`src/rtl/master_if.sv`:
```
// Crossbar master port adapter: captures one upstream request, routes it to one of
// four slave ports chosen by the top address bits, and returns ack/data or a timeout.
module master_if #(
  parameter int unsigned CMD_W  = 1,
  parameter int unsigned AW     = 12,
  parameter int unsigned DW     = 32,
  parameter int unsigned SW     = 4,
  parameter int unsigned TO_CYC = 64
) (
  input  logic              iClk,
  input  logic              iRst_n,
  input  logic              iMstReq,
  input  logic [CMD_W-1:0]  iMstCmd,
  input  logic [AW-1:0]     iMstAddr,
  input  logic [SW-1:0]     iMstSel,
  input  logic [DW-1:0]     iMstWData,
  output logic              oMstAck,
  output logic              oMstErr,
  output logic [DW-1:0]     oMstRData,
  output logic [3:0]        oSlvReq,
  output logic [CMD_W-1:0]  oSlvCmd,
  output logic [AW-1:0]     oSlvAddr,
  output logic [SW-1:0]     oSlvSel,
  output logic [DW-1:0]     oSlvWData,
  input  logic [3:0]        iSlvAck,
  input  logic [4*DW-1:0]   iSlvRData
);

  localparam int unsigned NPORT = 4;
  localparam int unsigned PW    = 2;
  localparam int unsigned CNT_W = 8;
  localparam logic [CNT_W-1:0] CNT_LAST = CNT_W'(TO_CYC - 1);

  typedef enum logic [1:0] {
    IDLE = 2'd0,
    REQ  = 2'd1,
    RESP = 2'd2,
    REL  = 2'd3
  } state_t;

  // Request payload broadcast to every slave port
  typedef struct packed {
    logic [CMD_W-1:0] cmd;
    logic [AW-1:0]    addr;
    logic [SW-1:0]    sel;
    logic [DW-1:0]    wdata;
  } slv_bus_t;

  state_t            state_q, state_d;
  logic [PW-1:0]     port_q, port_d;
  logic [CNT_W-1:0]  cnt_q, cnt_d;
  logic [NPORT-1:0]  slv_req_q, slv_req_d;
  slv_bus_t          bus_q, bus_d;
  logic              ack_q, ack_d;
  logic              err_q, err_d;
  logic [DW-1:0]     rdata_q, rdata_d;

  logic [DW-1:0]     slv_rdata [NPORT];
  logic              sel_ack_c;
  logic [PW-1:0]     mst_port_c;

  // Split the flat slave read-data bus into per-port words
  for (genvar p = 0; p < NPORT; p++) begin : g_rdata
    assign slv_rdata[p] = iSlvRData[p*DW +: DW];
  end

  assign sel_ack_c  = iSlvAck[port_q];
  assign mst_port_c = iMstAddr[AW-1 -: PW];

  // State and output registers
  always_ff @(posedge iClk or negedge iRst_n) begin
    if (!iRst_n) begin
      state_q   <= IDLE;
      port_q    <= '0;
      cnt_q     <= '0;
      slv_req_q <= '0;
      bus_q     <= '0;
      ack_q     <= 1'b0;
      err_q     <= 1'b0;
      rdata_q   <= '0;
    end else begin
      state_q   <= state_d;
      port_q    <= port_d;
      cnt_q     <= cnt_d;
      slv_req_q <= slv_req_d;
      bus_q     <= bus_d;
      ack_q     <= ack_d;
      err_q     <= err_d;
      rdata_q   <= rdata_d;
    end
  end

  // Next-state and next-output logic
  always_comb begin
    state_d   = state_q;
    port_d    = port_q;
    cnt_d     = cnt_q;
    slv_req_d = slv_req_q;
    bus_d     = bus_q;
    ack_d     = 1'b0;
    err_d     = err_q;
    rdata_d   = rdata_q;

    unique case (state_q)
      IDLE: begin
        if (iMstReq) begin
          bus_d.cmd   = iMstCmd;
          bus_d.addr  = iMstAddr;
          bus_d.sel   = iMstSel;
          bus_d.wdata = iMstWData;
          port_d      = mst_port_c;
          slv_req_d   = NPORT'(1) << mst_port_c;
          cnt_d       = '0;
          state_d     = REQ;
        end
      end

      REQ: begin
        // Ack is checked first so it wins over a timeout on the same edge
        if (sel_ack_c) begin
          rdata_d   = slv_rdata[port_q];
          err_d     = 1'b0;
          ack_d     = 1'b1;
          slv_req_d = '0;
          state_d   = RESP;
        end else if (cnt_q == CNT_LAST) begin
          rdata_d   = '0;
          err_d     = 1'b1;
          ack_d     = 1'b1;
          slv_req_d = '0;
          state_d   = RESP;
        end else begin
          cnt_d = cnt_q + CNT_W'(1);
        end
      end

      RESP: begin
        state_d = REL;
      end

      REL: begin
        // Master must drop its request before a new one is accepted
        if (!iMstReq) begin
          state_d = IDLE;
        end
      end

      default: begin
        state_d = IDLE;
      end
    endcase
  end

  assign oMstAck   = ack_q;
  assign oMstErr   = err_q;
  assign oMstRData = rdata_q;
  assign oSlvReq   = slv_req_q;
  assign oSlvCmd   = bus_q.cmd;
  assign oSlvAddr  = bus_q.addr;
  assign oSlvSel   = bus_q.sel;
  assign oSlvWData = bus_q.wdata;

endmodule
```
`config.mk`:
```
export PLATFORM = sky130hd
export DESIGN_NAME = master_if
export DESIGN_NICKNAME = d
export VERILOG_FILES = /design/src/rtl/master_if.sv
export SDC_FILE = /design/constraint.sdc
export NUM_CORES = 1
export LEC_CHECK = 0
export ABC_AREA = 1
export ABC_CLOCK_PERIOD_IN_PS = 4700
export BUFFER_PORTS_ARGS = -buffer_cell sky130_fd_sc_hd__buf_2
export CAP_MARGIN = 15
export CORE_ASPECT_RATIO = 0.75
export CORE_MARGIN = 2
export CORE_UTILIZATION = 50
export DETAILED_ROUTE_END_ITERATION = 16
export PLACE_DENSITY_LB_ADDON = 0.3
export SYNTH_ARGS = -nofsm -noshare
export SYNTH_HDL_FRONTEND = slang
export SYNTH_SLANG_ARGS = --single-unit
export TNS_END_PERCENT = 10
```
`constraint.sdc`:
```
create_clock -name iClk -period 4.7 [get_ports iClk]
set_clock_uncertainty 0.05 [all_clocks]
set_input_delay 0.705 -clock iClk [delete_from_list [all_inputs] [get_ports iClk]]
set_output_delay 0.705 -clock iClk [all_outputs]
set_load 0.01 [all_outputs]
```
==> reports/summary.txt <==
Chip height = 93.10 um
Gr ovfl total = 0
Placed cells = 950
Worst Tran Pin Value = 1.121 ns
IO Pins = 271
Xor/xnor cell area share of the yosys netlist = 0.001655
Final Instance Count excl. Fillers = 967
Diodes inserted = 0
Final Net Count = 1015
Max-cap violation count = 0
Final WL = 14.06 mm
CTS clk-pin slew, worst paths = 0.07 ns
Worst Setup End Kind = flip-flop
Mux cell area share after synthesis = 0.1000
Most instantiated library cell after synthesis = nand2_1
EDFF count, synth = 0
Sum Neg Setup Slack = 0 ns
Critical path data required time = 4.92 ns
Worst Setup Start Kind = flip-flop
Root Driver = clkbuf_16
Post-synthesis async set-or-reset flop share = 1.000
TritonCTS buffer count = 9
Slew HR = 0.2498
Final non-filler cell area = 0.006933 mm2
Endpoints failing hold = 0
Die W = 122.8 um
Area growth from synthesis to layout = 30.99%
Core area = 0.01029 mm2
PortBufs = 270
Met2 Use GR = 0.4323
Final hold slack = 0.3079 ns
Finish-stage setup viols = 0
Cell count after synthesis = 579
DR WL/cell = 14.54 um
Sequential element share of the synthesized area = 0.4586
Crit path kind = reg2reg
RSZ-0062 raised after global routing = false
Initial drt markers = 292
Achievable Freq = 0.3563 GHz
Largest net degree at the start of global routing = 69
Post-CTS sizing = 0
Starting density of the core = 0.5143
Min Tclk post-route = 2.807 ns
Leakage power = 3.765 nW
Synthesized Nets = 768
Via density = 5.111
Post-synth top cells = nand2_1, dfrtp_1, nand3_1
Vias in the first global route = 4668
Placed cell area = 0.006604 mm2
Compound-cell area share of the yosys netlist = 0.06714
Arrival @ worst endpoint = 3.02 ns
Pwr Total = 4.428 mW
Synth Area in Simple Gates = 0.3050
Antenna violations before repair = 0
Routability cong. = 0.9132
Pwr dens = 638.7 mW/mm2
Status = completed
Drt pass-1 iters = 5
Main synth FF type = dfrtp_1
Area contributors post-synth = dfrtp_1, nand2_1, mux2_2
HPWL after DPL = 10.53 mm
Largest family of logic cells by synthesized area = simple AND/OR/NAND/NOR gates
Crit Path Max Fanout = 66
Post-synth top area cell = dfrtp_1
First-pass GRT wire length = 21.65 mm
Syn Std Cell Area = 0.005293 mm2
Total GRT Usage = 0.2430
Top Usage Layer GRT = met2
Max Slew Vio Count = 0
Netlist cell types = 29
CTS Sinks = 97
Row count = 32
Setup ws final = 1.893 ns
Post-synth top area share = 0.4586
Adder-Cell Fraction of Synth Area = 0.01182
CTS max path bufs = 2
Syn Area/Cell = 9.141 um2
Hold buffers post-CTS = 0
Clock latency on the worst-skew pair = 0.34 ns
Routed Antenna Nets = 0
DR DRC count = 0
Met3 usage = 0.05488
FILL cells = 835
Synth Warn # = 0
Period utilization = 0.5971
DIE AREA = 0.01143 mm2
H-tree level count = 3
Peak VDD IR = 0.0003244 V
Layout cells sized above 1 = 0.4982
Dpl ws = 1.508 ns
CTS tree = yes
Hold Path Class = in2async
Setup Fix Bufs, Post-CTS = 0
M1 GR Usage = 0.2805
Number of synthesized register bits = 97
Final core utilization = 0.6738
Total number of vias = 4942
[cell families (layout without fill, tap and decap cells)]
family | after synthesis | count (layout)
XOR/XNOR | 1 | 1
buffers and inverters | 53 | 305
AND/OR/NAND/NOR | 330 | 330
AO/OA/AOI/OAI | 46 | 46
adder cells (fa/ha/maj) | 5 | 5
multiplexers | 47 | 47
flip-flops | 97 | 97
[report_power, final]
part | switching (mW) | internal, mW | leakage [nW]
Clock | 0.332 | 0.424 | 0.149
Sequential | 0.214 | 1.22 | 1.19
Combinational | 1.31 | 0.932 | 2.42
[path summary, 6_finish.rpt]
kind,start,end,slack (ns),depth (start not counted)
hold / removal,iRst_n,oMstRData[6]$_DFFE_PN0P_,0.31,1
setup reg to reg,port_q[0]$_DFFE_PN0P_,cnt_q[5]$_DFFE_PN0P_,1.89,8
hold reg to reg,oSlvReq[2]$_DFFE_PN0P_,oSlvReq[2]$_DFFE_PN0P_,0.42,2
max in group asynchronous,iRst_n,port_q[0]$_DFFE_PN0P_,3.19,2
setup / recovery,port_q[0]$_DFFE_PN0P_,cnt_q[5]$_DFFE_PN0P_,1.89,8
min in group iClk,oSlvReq[2]$_DFFE_PN0P_,oSlvReq[2]$_DFFE_PN0P_,0.42,2
[cells in the final DEF (no fill, tap or decap), types with 6 or more instances in the layout]
master	Yosys	routed
buf_2	23	269
nand2_1	202	201
dfrtp_1	97	96
nand3_1	77	77
mux2_2	47	47
nand3_2	35	35
o21ai_2	32	32
inv_1	13	13
clkbuf_16	0	9
o21ai_1	6	6
[area by class of cell]
type	count	area, um2	area share
clock buffers	9	225.2	0.03249
repair buffers	274	1396	0.2014
well taps	136	170.2	0.02454
clock inverters	7	83.83	0.01209
inverters	15	56.30	0.008121
multi-input cells	429	2572	0.3711
flip-flops and latches	97	2429	0.3503
[per-layer routing]
metal | share of wire | up-vias
li1 | - | 2438
met2 | 0.51 | 199
met1 | 0.39 | 2274
met3 | 0.068 | 31
met5 | 0 | -
met4 | 0.026 | 0
[worst max-delay path, stage by stage (launching register included)]
cell,delay [ns]
dfrtp_2,0.40
inv_2,0.72
nand2_1,0.12
nand3_1,0.17
nand3_4,0.45
buf_12,0.40
nand3_2,0.20
nand2_1,0.10
o21ai_1,0.09
[flip-flops by register name, indices dropped and copies added (netlist names)]
register / count
state_q: 2
cnt_q: 8
oSlvAddr: 10
port_q: 2
oMstRData: 32
oMstAck: 1
oSlvReq: 4
oSlvWData: 32
oSlvCmd: 1
oMstErr: 1
oSlvSel: 4
(Power assumes the default switching activity.)
